## src/rtl/alu_sequencer.sv

```systemverilog
// alu_sequencer: walks a program held in two synchronous ROMs (opcode ROM and
// data ROM), feeds each instruction's operands to the external alu8 and
// captures its result.
// Optional feature macro: ALU_SEQ_CHAIN_EN. When defined, every instruction
// after the first uses the previous result as operand A instead of fetching it.
//
// state | meaning
// IDLE  | waiting for start
// F_OP  | opcode address on op_addr, ROM read in flight
// F_A   | opcode arrives: decode halt / illegal / operand fetch
// F_B   | operand fetch sub-steps (fb_step), ends by loading the ALU inputs
// EXEC  | ALU inputs and opcode stable, result captured at the end
// WB    | result_valid pulse, advance pc or finish
// FIN   | done pulse, busy still high for this last cycle
module alu_sequencer #(
  parameter int ADDR_W = 4,
  parameter int DATA_W = 8
) (
  input  logic              clk,
  input  logic              rst,
  input  logic              start,
  input  logic [ADDR_W-1:0] prog_len,
  output logic [ADDR_W-1:0] op_addr,
  input  logic [DATA_W-1:0] op_data,
  output logic [ADDR_W-1:0] data_addr,
  input  logic [DATA_W-1:0] data_in,
  output logic [DATA_W-1:0] alu_in1,
  output logic [DATA_W-1:0] alu_in2,
  output logic [DATA_W-1:0] alu_opcode,
  input  logic [DATA_W-1:0] alu_result,
  output logic [DATA_W-1:0] result,
  output logic              result_valid,
  output logic              busy,
  output logic              done,
  output logic              err
);

  typedef enum logic [2:0] {IDLE, F_OP, F_A, F_B, EXEC, WB, FIN} state_t;

  // F_B sub-steps. The second operand address is issued as soon as the first
  // is in flight so a binary fetch costs three cycles, not four.
  localparam logic [1:0] FB_WAIT_A  = 2'd0;
  localparam logic [1:0] FB_LATCH_A = 2'd1;
  localparam logic [1:0] FB_LATCH_B = 2'd2;
  localparam logic [1:0] FB_WAIT_B  = 2'd3;

  state_t            state;
  logic [1:0]        fb_step;
  logic [ADDR_W-1:0] pc;
  logic [ADDR_W-1:0] len;
  logic [DATA_W-1:0] op;
  logic [DATA_W-1:0] opnd_a;
  logic [ADDR_W-1:0] pc_next;
  logic              last_instr;
  logic [ADDR_W-1:0] addr_a;
  logic [ADDR_W-1:0] addr_b;

  function automatic logic is_unary(input logic [DATA_W-1:0] o);
    return (o == DATA_W'(5)) || (o == DATA_W'(6));
  endfunction

  // Next-pc and operand addresses; doubling drops the pc MSB so addresses wrap.
  always_comb begin
    pc_next    = pc + 1'b1;
    last_instr = (pc_next == len);
    addr_a     = {pc[ADDR_W-2:0], 1'b0};
    addr_b     = {pc[ADDR_W-2:0], 1'b1};
  end

  // Sequencer FSM with all outputs registered.
  always_ff @(posedge clk or posedge rst) begin
    if (rst) begin
      state        <= IDLE;
      fb_step      <= FB_WAIT_A;
      pc           <= '0;
      len          <= '0;
      op           <= '0;
      opnd_a       <= '0;
      op_addr      <= '0;
      data_addr    <= '0;
      alu_in1      <= '0;
      alu_in2      <= '0;
      alu_opcode   <= '0;
      result       <= '0;
      result_valid <= 1'b0;
      busy         <= 1'b0;
      done         <= 1'b0;
      err          <= 1'b0;
    end else begin
      result_valid <= 1'b0;
      done         <= 1'b0;
      case (state)
        IDLE: begin
          if (start) begin
            len     <= prog_len;
            pc      <= '0;
            op_addr <= '0;
            err     <= 1'b0;
            busy    <= 1'b1;
            if (prog_len == '0) begin
              state <= FIN;
              done  <= 1'b1;
            end else begin
              state <= F_OP;
            end
          end
        end
        F_OP: state <= F_A;
        F_A: begin
          op <= op_data;
          if (op_data == '0) begin
            state <= FIN;
            done  <= 1'b1;
          end else if (op_data > DATA_W'(7)) begin
            err <= 1'b1;
            if (last_instr) begin
              state <= FIN;
              done  <= 1'b1;
            end else begin
              pc      <= pc_next;
              op_addr <= pc_next;
              state   <= F_OP;
            end
          end else begin
`ifdef ALU_SEQ_CHAIN_EN
            if (pc != '0) begin
              opnd_a <= result;
              if (is_unary(op_data)) begin
                alu_in1    <= result;
                alu_in2    <= '0;
                alu_opcode <= op_data;
                state      <= EXEC;
              end else begin
                data_addr <= addr_b;
                fb_step   <= FB_WAIT_B;
                state     <= F_B;
              end
            end else begin
              data_addr <= addr_a;
              fb_step   <= FB_WAIT_A;
              state     <= F_B;
            end
`else
            data_addr <= addr_a;
            fb_step   <= FB_WAIT_A;
            state     <= F_B;
`endif
          end
        end
        F_B: begin
          case (fb_step)
            FB_WAIT_A: begin
              if (!is_unary(op)) data_addr <= addr_b;
              fb_step <= FB_LATCH_A;
            end
            FB_LATCH_A: begin
              opnd_a <= data_in;
              if (is_unary(op)) begin
                alu_in1    <= data_in;
                alu_in2    <= '0;
                alu_opcode <= op;
                state      <= EXEC;
              end else begin
                fb_step <= FB_LATCH_B;
              end
            end
            FB_LATCH_B: begin
              alu_in1    <= opnd_a;
              alu_in2    <= data_in;
              alu_opcode <= op;
              state      <= EXEC;
            end
            default: fb_step <= FB_LATCH_B;
          endcase
        end
        EXEC: begin
          result       <= alu_result;
          result_valid <= 1'b1;
          state        <= WB;
        end
        WB: begin
          // Dropping the opcode between instructions retriggers the ALU even
          // when consecutive opcodes are identical.
          alu_opcode <= '0;
          if (last_instr) begin
            state <= FIN;
            done  <= 1'b1;
          end else begin
            pc      <= pc_next;
            op_addr <= pc_next;
            state   <= F_OP;
          end
        end
        FIN: begin
          busy  <= 1'b0;
          state <= IDLE;
        end
        default: state <= IDLE;
      endcase
    end
  end

endmodule

```

## config.mk

```make
export PLATFORM = sky130hd
export DESIGN_NAME = alu_sequencer
export DESIGN_NICKNAME = d
export VERILOG_FILES = /design/src/rtl/alu_sequencer.sv
export SDC_FILE = /design/constraint.sdc
export NUM_CORES = 1
export LEC_CHECK = 0
export ABC_AREA = 1
export BUFFER_PORTS_ARGS = -buffer_cell sky130_fd_sc_hd__buf_2
export CORE_ASPECT_RATIO = 0.75
export CORE_MARGIN = 10
export CORE_UTILIZATION = 51
export CTS_BUF_LIST = sky130_fd_sc_hd__clkbuf_16
export CTS_CLUSTER_DIAMETER = 30
export DETAILED_ROUTE_END_ITERATION = 8
export PLACE_DENSITY = 0.8
export SLEW_MARGIN = 20
export SYNTH_ARGS = -nofsm -noshare
export SYNTH_HDL_FRONTEND = slang
export SYNTH_SLANG_ARGS = --single-unit
```

## constraint.sdc

```tcl
create_clock -name clk -period 2.1 [get_ports clk]
set_input_delay 0 -clock clk [delete_from_list [all_inputs] [get_ports clk]]
set_output_delay 0 -clock clk [all_outputs]
set_load 0.005 [all_outputs]
```

==> qor.csv, run 1 <==
stage;metric;value;unit
sta;final_hold_viol_count;0;
die;ioPinCount;75;
clock_tree;cts_tree;built;
grt;grt_pass1_vias;2864;
detailed_routing;wirelength;8190;um
yosys;synthesis.nets;405;
min_path;whs_path_depth;3;
flow_run;cap_violations;0;
yosys;synth_top_area_cell;dfrtp_1;
layout;synthToLayoutAreaGrowth;35.6;%
pwr;power.density;1440;mW/mm^2
outcome;status;complete, no violations;
sta;worst_pin_slew;711;ps
yosys;yosys_warnings;0;
sta;slew_headroom;52.5;%
yosys;synth_area;0.00306;mm^2
setup_path;critPathMaxFanout;8;
setup_path;crit_arrival;2150;ps
sta;fin_setup_tns;0;ps
setup_path;critPathKind;reg -> reg;
yosys;synth_seq_cells;69;
setup_path;worstPathRequired;2370;ps
sta;rsz0062_at_grt;false;
sta;setup-violations-final;0;
setup_path;path_cells;ha_1 > xnor2_1 > nand2_1 > nor2_2 > nand3_1 > nand2_1 > inv_1 > o21ai_0 > nand2_1 > nand2_1;
yosys;seq_area_frac_synth;56.4;%
detailed_routing;drt-initial-drc-count;171;
layout;antennaDiodeCount;0;
clock_tree;htreeDepth;3;
pwr;p_total;5.97;mW
yosys;synth_top_area_share;56.4;%
die;coreArea;0.00583;mm^2
setup_path;rr_endpoint;op_addr[1];
yosys;async_flop_share;100;%
setup_path;critPathBufInv;1;
setup_path;start_kind;flip-flop;
sta;timing.hold.ws;150;ps
detailed_routing;ant_nets;0;
place;hpwl;5740;um
setup_path;r2r_slack;220;ps
detailed_routing;wl_per_cell;14.4;um
sta;period_share;89.7;%
grt;grt_pass1_wl;13800;um
detailed_routing;dr.pass1.iters;4;
sta;drv_slew;0;
place;place_ws;220;ps
place;gp_congestion;0.879;
clock_tree;cts.sinks;69;
detailed_routing;viasPerCell;4.99;
die;start_util;52.5;%
pwr;ir_drop;768;uV
clock_tree;clk_path_buf_depth;2;
yosys;synth_area_leaders;dfrtp_1 56%, nand2_1 16%, o21ai_0 5.4%;
setup_path;path_common_cell;nand2_1;
clock_tree;clk_latency;330;ps
setup_path;path_delay_family;simple AND/OR/NAND/NOR gates;
die;die_area;0.00953;mm^2
grt;globalRouteOverflowTotal;0;
detailed_routing;vias;2839;
grt;antenna_found_initial;0;
place;port_buffers;74;
clock_tree;cts-root-buf;clkbuf_16;
clock_tree;postCtsSetupBuffers;0;
clock_tree;clkTransAtPathRegs;50;ps
setup_path;slowest_stage;dfrtp_1;
setup_path;endpoint_kind;flip-flop;
min_path;hold_class;in -> reg;
grt;grt_usage;18.2;%
min_path;worstHoldStart;start;
min_path;whs_endpoint;busy;
setup_path;reg2reg_depth;10;
layout;num-nets-final;518;
sta;worst_slack;217;ps
pwr;p_leak;2.16;nW
detailed_routing;drc;0;
setup_path;max_stage_delay;460;ps
setup_path;timing.rr.start;op_addr[0];
die;rows;24;
grt;grt_max_degree;36;
yosys;ys_types;26;
clock_tree;numCtsBuffers;9;
yosys;synth_cells;373;
layout;drive_above_1_share;22.0;%
sta;fmax;531;MHz
yosys;syn_avg_cell_area;8.20;um^2
die;die_w;109;um
sta;period_needed;1880;ps
yosys;synthFlopType;dfrtp_1;
sta;finalClockSkew;4.91;ps
die;die_h;87.1;um
yosys;synth_edf_count;0;
routing by layer:
metal	wire, um	share of wire (%)	GRT usage, %	up-vias
met1	3550	43	23.2	1307
li1	-	-	-	1423
met4	89	1.1	6.60	0
met5	0	0	0	-
met2	3830	47	28.3	101
met3	721	8.8	6.14	8
Yosys cell counts (all sizes together), types with 2 or more instances:
cell type  instances
o21ai             38
inv               39
nor2              38
nor3               5
clkbuf             5
a31oi             10
buf                3
clkinv             2
nand4              7
nand2            128
nand3             19
dfrtp             69
o211ai             2
a21oi              3
through the flow:
stage                     cells  cell area [um^2]  util, %
final                       569              4150     71.2
after global routing        569              4150     71.2
after CTS                   569              4140     71.1
after detailed placement    524              3540     60.7
after global placement      524              3540     60.7
after floorplan             373              3060        -
kinds of logic (layout without fill, tap and decap cells):
group	Yosys count	in the layout	synth area share [%]
AO/OA/AOI/OAI	53	53	9.24
AND/OR/NAND/NOR	198	198	26.5
flip-flops	69	69	56.4
multiplexers	1	1	0.368
buffers and inverters	49	167	6.42
adder cells (fa/ha/maj)	1	1	0.409
XOR/XNOR	2	2	0.573
area by class of cell:
type / count / area [um^2]
clock buffer: 9 / 225
tap: 78 / 97.6
multi-input combinational: 255 / 1140
inverter: 41 / 154
fill: 466 / 1680
sequential: 69 / 1730
clock inverter: 7 / 90.1
timing repair buffer: 110 / 713
tightest hold or removal path, cell delays in order:
cell     delay, ps
buf_2           90
nand2_1        210
nand2_1        130
how the worst max path moves through the flow:
stage | from | to | cells past startpoint
6_report | op_addr[0] | op_addr[1] | 10
5_1_grt | op_addr[0] | op_addr[1] | 10
4_1_cts | op_addr[0] | op_addr[1] | 10
3_5_place_dp | op_addr[0] | op_addr[3] | 10
3_3_place_gp | op_addr[0] | op_addr[0] | 10
2_1_floorplan | rst | alu_in1[0] | 1
cell usage in the layout (no fill, tap or decap):
cell type      instances
or2_2                  1
dlygate4sd3_1         29
o21ai_0               33
clkinvlp_4             2
clkinv_1               2
mux2_2                 1
nor3_4                 1
nor2_2                 1
nand2_2                2
nand3_1               19
inv_1                 35
xnor2_1                1
a21oi_1                3
xor2_1                 1
o21ai_1                5
nand2_1              126
dfrtp_1               69
nor2_1                37
bufinv_16              2
buf_2                 74
clkbuf_16              9
nand4_1                7
ha_1                   1
nor3_1                 3
clkinv_2               3
a31oi_1               10
o211ai_1               2
nor3_2                 1
inv_2                  4
buf_4                  7
what timing repair did:
action	CTS	global route
setup endpoints to repair	0	3
resized for setup	0	2
endpoints found under the hold margin	77	0
hold buffers	29	0
sequential cells by signal (all words and copies together), names as in the netlist, 8 cells and up:
| signal | cells |
|---|---|
| alu_in1 | 8 |
| alu_in2 | 8 |
| alu_opcode | 8 |
| op | 8 |
| opnd_a | 8 |
| result | 8 |
report_power, final:
part | internal (mW) | switching (mW)
clock network | 1.03 | 0.555
registers | 1.96 | 0.405
logic | 0.842 | 1.18
Note: power is estimated with default switching activity, not from simulation.
==> run 2, diff against run 1 <==
--- a/config.mk
+++ b/config.mk
@@ -5,15 +5,14 @@
 export SDC_FILE = /design/constraint.sdc
 export NUM_CORES = 1
 export LEC_CHECK = 0
-export ABC_AREA = 1
 export BUFFER_PORTS_ARGS = -buffer_cell sky130_fd_sc_hd__buf_2
 export CORE_ASPECT_RATIO = 0.75
 export CORE_MARGIN = 10
-export CORE_UTILIZATION = 51
+export CORE_UTILIZATION = 53
 export CTS_BUF_LIST = sky130_fd_sc_hd__clkbuf_16
 export CTS_CLUSTER_DIAMETER = 30
 export DETAILED_ROUTE_END_ITERATION = 8
-export PLACE_DENSITY = 0.8
+export PLACE_DENSITY = 0.82
 export SLEW_MARGIN = 20
 export SYNTH_ARGS = -nofsm -noshare
 export SYNTH_HDL_FRONTEND = slang
==> run 2 against run 1 <==
Cell area is 1.6% higher. Clock power decreased by 10%. Power decreased by 4.0%. Worst hold slack worse by 130 ps. Flip-flop and latch count did not move.
==> qor.csv, run 2 <==
stage;metric;value;unit;change
layout;fin_cells;488;;was 569
layout;num-nets-final;440;;was 518
grt;antenna_found_initial;0;;unchanged
sta;setup-violations-final;0;;unchanged
setup_path;critPathBufInv;0;;was 1
layout;drive_above_1_share;34.1;%;was 22.0%
layout;synthToLayoutAreaGrowth;36.7;%;was 35.6%
flow_run;cap_violations;0;;unchanged
clock_tree;clkTransAtPathRegs;50;ps;about the same
setup_path;start_kind;flip-flop;;unchanged
setup_path;critPathKind;reg -> reg;;unchanged
die;ioPinCount;75;;unchanged
pwr;power.density;1360;mW/mm^2;was 1440 mW/mm^2
yosys;ys_types;48;;was 26
detailed_routing;vias;2646;;was 2839
die;die_area;0.00930;mm^2;was 0.00953 mm^2
yosys;async_flop_share;100;%;unchanged
yosys;synthesis.nets;321;;was 405
setup_path;slowest_stage;xor3_2;;was dfrtp_1
layout;final_cell_mix;74 x buf_2, 69 x dfrtp_1, 67 x nand2_1;;was 126 x nand2_1, 74 x buf_2, 69 x dfrtp_1
die;start_util;56.1;%;was 52.5%
min_path;hold_class;in -> reg;;unchanged
sta;drv_slew;0;;unchanged
detailed_routing;drt-initial-drc-count;193;;was 171
detailed_routing;wirelength;8200;um;was 8190 um
yosys;synthFlopType;dfrtp_1;;unchanged
setup_path;path_cells;ha_1 > xor3_2 > nor3_4 > nand2_1 > o22a_2 > a311oi_2;;was ha_1 > xnor2_1 > nand2_1 > nor2_2 > nand3_1 > nand2_1 > inv_1 > o21ai_0 > nand2_1 > nand2_1
clock_tree;clk_path_buf_depth;2;;unchanged
grt;globalRouteOverflowTotal;0;;unchanged
clock_tree;htreeDepth;3;;unchanged
yosys;synth_top_area_share;56.0;%;was 56.4%
min_path;whs_endpoint;op[3];;was busy
setup_path;r2r_slack;100;ps;was 220 ps
layout;n_fill_cell;355;;was 466
clock_tree;cts.sinks;69;;unchanged
place;gp_congestion;0.879;;about the same
die;coreArea;0.00550;mm^2;was 0.00583 mm^2
die;die_h;86.1;um;was 87.1 um
setup_path;reg2reg_depth;6;;was 10
yosys;synth_area_leaders;dfrtp_1 56%, mux2_2 8.8%, nand2_1 8.2%;;was dfrtp_1 56%, nand2_1 16%, o21ai_0 5.4%
setup_path;timing.rr.start;op_addr[0];;unchanged
yosys;synthTopCellsByCount;69 x dfrtp_1, 67 x nand2_1, 24 x mux2_2;;was 127 x nand2_1, 69 x dfrtp_1, 38 x nor2_1
detailed_routing;ant_nets;0;;unchanged
clock_tree;cts_tree;built;;unchanged
sta;fmax;500;MHz;was 531 MHz
setup_path;crit_arrival;2230;ps;was 2150 ps
sta;slew_headroom;52.7;%;was 52.5%
setup_path;worstPathRequired;2330;ps;was 2370 ps
sta;finalClockSkew;5.28;ps;was 4.91 ps
die;rows;23;;was 24
min_path;worstHoldStart;op_data[3];;was start
yosys;synth_most_common_cell;dfrtp_1;;was nand2_1
clock_tree;cts-root-buf;clkbuf_16;;unchanged
min_path;whs_path_depth;2;;was 3
yosys;synth_edf_count;0;;unchanged
sta;fin_setup_tns;0;ps;unchanged
grt;grt_pass1_vias;2798;;was 2864
yosys;seq_area_frac_synth;56.0;%;was 56.4%
grt;grt_max_degree;70;;was 36
yosys;synth_cells;289;;was 373
grt;grt_usage;18.5;%;was 18.2%
detailed_routing;dr.pass1.iters;4;;unchanged
place;hpwl;5710;um;was 5740 um
pwr;ir_drop;965;uV;was 768 uV
grt;grt_pass1_wl;13900;um;was 13800 um
setup_path;path_delay_family;compound AO/OA/AOI/OAI gates;;was simple AND/OR/NAND/NOR gates
layout;final_common_cell;buf_2;;was nand2_1
place;dp_cells;443;;was 524
sta;worst_pin_slew;709;ps;was 711 ps
outcome;status;complete, no violations;;unchanged
clock_tree;postCtsSetupBuffers;0;;unchanged
yosys;syn_avg_cell_area;10.7;um^2;was 8.20 um^2
sta;rsz0062_at_grt;false;;unchanged
setup_path;rr_endpoint;state[2];;was op_addr[1]
layout;antennaDiodeCount;0;;unchanged
yosys;synth_top_area_cell;dfrtp_1;;unchanged
sta;period_needed;2000;ps;was 1880 ps
yosys;yosys_warnings;0;;unchanged
detailed_routing;viasPerCell;5.42;;was 4.99
die;die_w;108;um;was 109 um
yosys;synth_seq_cells;69;;unchanged
detailed_routing;drc;0;;unchanged
setup_path;endpoint_kind;flip-flop;;unchanged
detailed_routing;wl_per_cell;16.8;um;was 14.4 um
sta;final_hold_viol_count;0;;unchanged
place;port_buffers;74;;unchanged
yosys;synth_area;0.00308;mm^2;was 0.00306 mm^2
setup_path;max_stage_delay;430;ps;was 460 ps
pwr;p_leak;2.07;nW;was 2.16 nW
clock_tree;numCtsBuffers;9;;unchanged
setup_path;critPathMaxFanout;5;;was 8
sta;period_share;95.2;%;was 89.7%
clock_tree;clk_latency;330;ps;about the same
==> run 2: metal layers <==
layer,track usage (%),share of wire (%)
met1,23.4,44
met2,29.2,47
met3,5.16,6.5
met4,7.26,1.8
met5,0,0
==> run 2: repair_timing <==
item                                    4_1_cts  5_1_grt
resized for setup                             1        1
hold endpoints to repair                    113        0
hold buffers                                 29        0
endpoints found under the setup margin        1       10
pin swaps                                     0        2
==> run 2: cell type report <==
type                       count  area (um^2)  share of cell area (%)
sequential                    69         1730                    41.0
multi-input combinational    202         1290                    30.5
timing repair buffer         120          801                    19.0
clock buffer                   9          225                    5.34
tap                           75         93.8                    2.23
clock inverter                 7         58.8                    1.40
inverter                       6         22.5                   0.534
==> run 2: power by group <==
part / switching, mW / internal (mW) / total (mW) / leakage, nW
combinational: 1.09 / 1.01 / 2.10 / 1.06
sequential: 0.355 / 1.84 / 2.20 / 0.865
clock: 0.530 / 0.901 / 1.43 / 0.147
total: 1.97 / 3.75 / 5.73 / 2.07
==> run 2: cell families after synthesis <==
kind of cell	count (synthesis)	share of synthesized area, %
xor gates and xnor gates	6	2.23
DFF	69	56.0
and+or+nand+nor	116	17.9
adders and majority gates	1	0.406
buffers and inverters	18	2.52
AOI/OAI and AO/OA	55	12.1
muxes	24	8.77
==> run 2: worst max path at each step <==
stage                           from            end  depth (start not counted)
final                     op_addr[0]       state[2]                          6
after global routing      op_addr[0]     op_addr[2]                          6
after CTS                 op_addr[0]       state[0]                          6
after detailed placement       op[0]  alu_opcode[7]                          5
after global placement    op_addr[0]       state[0]                          6
after floorplan           op_addr[0]       state[0]                          6
==> run 2: through the flow <==
step	hold slack (ps)	power, mW	instance area [um^2]	util, %	setup slack [ps]
detailed placement	110	4.24	3630	66.1	-17.6
finish	21.5	5.73	4220	76.7	102
global route	23.7	6.10	4220	76.7	20.5
floorplan	105	3.40	3080	-	80.4
global placement	101	4.14	3630	66.1	104
CTS	14.8	5.72	4210	76.6	28.5
==> run 3, diff against run 2 <==
--- a/config.mk
+++ b/config.mk
@@ -6,9 +6,11 @@
 export NUM_CORES = 1
 export LEC_CHECK = 0
 export BUFFER_PORTS_ARGS = -buffer_cell sky130_fd_sc_hd__buf_2
+export CELL_PAD_IN_SITES_DETAIL_PLACEMENT = 1
+export CELL_PAD_IN_SITES_GLOBAL_PLACEMENT = 1
 export CORE_ASPECT_RATIO = 0.75
 export CORE_MARGIN = 10
-export CORE_UTILIZATION = 53
+export CORE_UTILIZATION = 41
 export CTS_BUF_LIST = sky130_fd_sc_hd__clkbuf_16
 export CTS_CLUSTER_DIAMETER = 30
 export DETAILED_ROUTE_END_ITERATION = 8
==> run 3 against run 2 <==
Sequential power is essentially flat. Die area increased by 23%. Flip-flop and latch count unchanged. Sequential share of layout area fell by 0.65 points. Clock power hardly changed. Worst setup slack got worse by 44 ps. Via count grew 4.2%. Clock skew up 2.7 ps. Non-clock buffer count rose by 1. Combinational power up 9.5%. Largest cell class unchanged.
==> qor.csv, run 3 (synthesis results as in run 2) <==
stage;metric;value;unit;change
outcome;status;complete, no violations;;unchanged
detailed_routing;dr.pass1.iters;4;;unchanged
sta;period_share;97.2;%;was 95.2%
sta;slew_headroom;54.7;%;was 52.7%
setup_path;endpoint_kind;flip-flop;;unchanged
detailed_routing;wirelength;10000;um;was 8200 um
flow_run;cap_violations;0;;unchanged
pwr;ir_drop;665;uV;was 965 uV
setup_path;start_kind;flip-flop;;unchanged
detailed_routing;wl_per_cell;19.5;um;was 16.8 um
detailed_routing;drc;0;;unchanged
die;coreArea;0.00733;mm^2;was 0.00550 mm^2
place;port_buffers;74;;unchanged
clock_tree;cts-root-buf;clkbuf_16;;unchanged
sta;final_hold_viol_count;0;;unchanged
sta;drv_slew;0;;unchanged
detailed_routing;drt-initial-drc-count;153;;was 193
layout;final_cell_mix;74 x buf_2, 68 x dfrtp_1, 66 x nand2_1;;was 74 x buf_2, 69 x dfrtp_1, 67 x nand2_1
clock_tree;cts.sinks;69;;unchanged
grt;globalRouteOverflowTotal;0;;unchanged
die;rows;27;;was 23
clock_tree;clkTransAtPathRegs;60;ps;was 50 ps
layout;multi_input_area;0.00132;mm^2;was 0.00129 mm^2
layout;regArea;0.00173;mm^2;about the same
die;ioPinCount;75;;unchanged
layout;num-nets-final;441;;was 440
clock_tree;cts_tree;built;;unchanged
setup_path;cp-startpoint;op_addr[0];;unchanged
layout;finish.utilization;58.5;%;was 76.7%
layout;antennaDiodeCount;0;;unchanged
clock_tree;htreeDepth;3;;unchanged
sta;finalClockSkew;7.95;ps;was 5.28 ps
detailed_routing;viasPerCell;5.37;;was 5.42
setup_path;critPathMaxFanout;5;;unchanged
clock_tree;clk_latency;330;ps;about the same
place;hpwl;6330;um;was 5710 um
setup_path;critPathKind;reg -> reg;;unchanged
sta;period_needed;2040;ps;was 2000 ps
die;start_util;42.1;%;was 56.1%
die;die_area;0.0114;mm^2;was 0.00930 mm^2
layout;final_common_cell;buf_2;;unchanged
layout;drive_above_1_share;35.7;%;was 34.1%
grt;grt_pass1_vias;2935;;was 2798
pwr;p_leak;2.08;nW;was 2.07 nW
setup_path;timing.rr.start;op_addr[0];;unchanged
clock_tree;clk_path_buf_depth;2;;unchanged
grt;grt_usage;17.4;%;was 18.5%
die;die_h;95.1;um;was 86.1 um
layout;n_fill_cell;823;;was 355
clock_tree;numCtsBuffers;9;;unchanged
min_path;hold_class;in -> reg;;unchanged
grt;antenna_found_initial;0;;unchanged
min_path;worstHoldStart;op_data[3];;unchanged
layout;synthToLayoutAreaGrowth;39.0;%;was 36.7%
setup_path;worstPathRequired;2330;ps;about the same
grt;grt_pass1_wl;15700;um;was 13900 um
sta;fmax;490;MHz;was 500 MHz
setup_path;crit_arrival;2280;ps;was 2230 ps
sta;setup-violations-final;0;;unchanged
sta;timing.hold.ws;20.4;ps;was 21.5 ps
place;gp_congestion;0.874;;was 0.879
grt;grt_max_degree;51;;was 70
detailed_routing;vias;2756;;was 2646
die;die_w;120;um;was 108 um
sta;worst_pin_slew;674;ps;was 709 ps
pwr;p_total;5.94;mW;was 5.73 mW
pwr;power.density;1390;mW/mm^2;was 1360 mW/mm^2
detailed_routing;ant_nets;0;;unchanged
[run 3: critical path, stage by stage (launching register included)]
cell	delay, ps
dfrtp_1	390
ha_1	360
xor2_2	220
nor3_4	300
a31oi_2	190
o22a_2	260
a311oi_2	230
[run 3: cell type report]
class,count,share of cell area (%)
clock buffers,9,5.25
well taps,101,2.95
flip-flops and latches,69,40.3
clock inverters,5,1.05
multi-input cells,202,30.8
repair buffers,121,19.1
inverters,6,0.525
[run 3: metrics by stage]
step / setup slack [ps] / instance area (um^2) / TNS, ps / cells
after floorplan: 80.4 / 3080 / 0 / 289
after global placement: 86.0 / 3680 / 0 / 469
after detailed placement: 10.8 / 3680 / 0 / 469
after CTS: 17.2 / 4250 / 0 / 512
after global routing: -36.4 / 4290 / -40.1 / 513
final: 58.0 / 4290 / 0 / 513
[run 3: final timing paths]
| path | end | slack, ps | depth (start not counted) |
|---|---|---|---|
| min reg2reg | alu_in2[0] | 470 | 2 |
| min in group asynchronous | done | 240 | 3 |
| max | state[2] | 60 | 6 |
| max in group asynchronous | fb_step[0] | 1230 | 4 |
| min | op[3] | 20 | 2 |
| max reg2reg | state[2] | 60 | 6 |
[run 3: layer usage]
metal  track usage (%)  up-vias  share of wire (%)
met5                 0        -                  0
met4              5.71        0                2.4
met3              5.31       17                6.0
met2              29.1       87                 49
met1              21.2     1401                 43
li1                  -     1251                  -
[run 3: repair_timing]
action	CTS	global route
hold buffers	29	0
gates resized for setup	2	6
endpoints found under the setup margin	3	10
setup buffers	0	1
pin swaps	1	3
hold endpoints to repair	63	0
[run 3: power by group]
group          internal, mW  switching (mW)  leakage, nW  total [mW]
sequential             1.84           0.377        0.864        2.22
combinational          1.09            1.21         1.08        2.30
clock                 0.888           0.534        0.135        1.42
total                  3.82            2.12         2.08        5.94
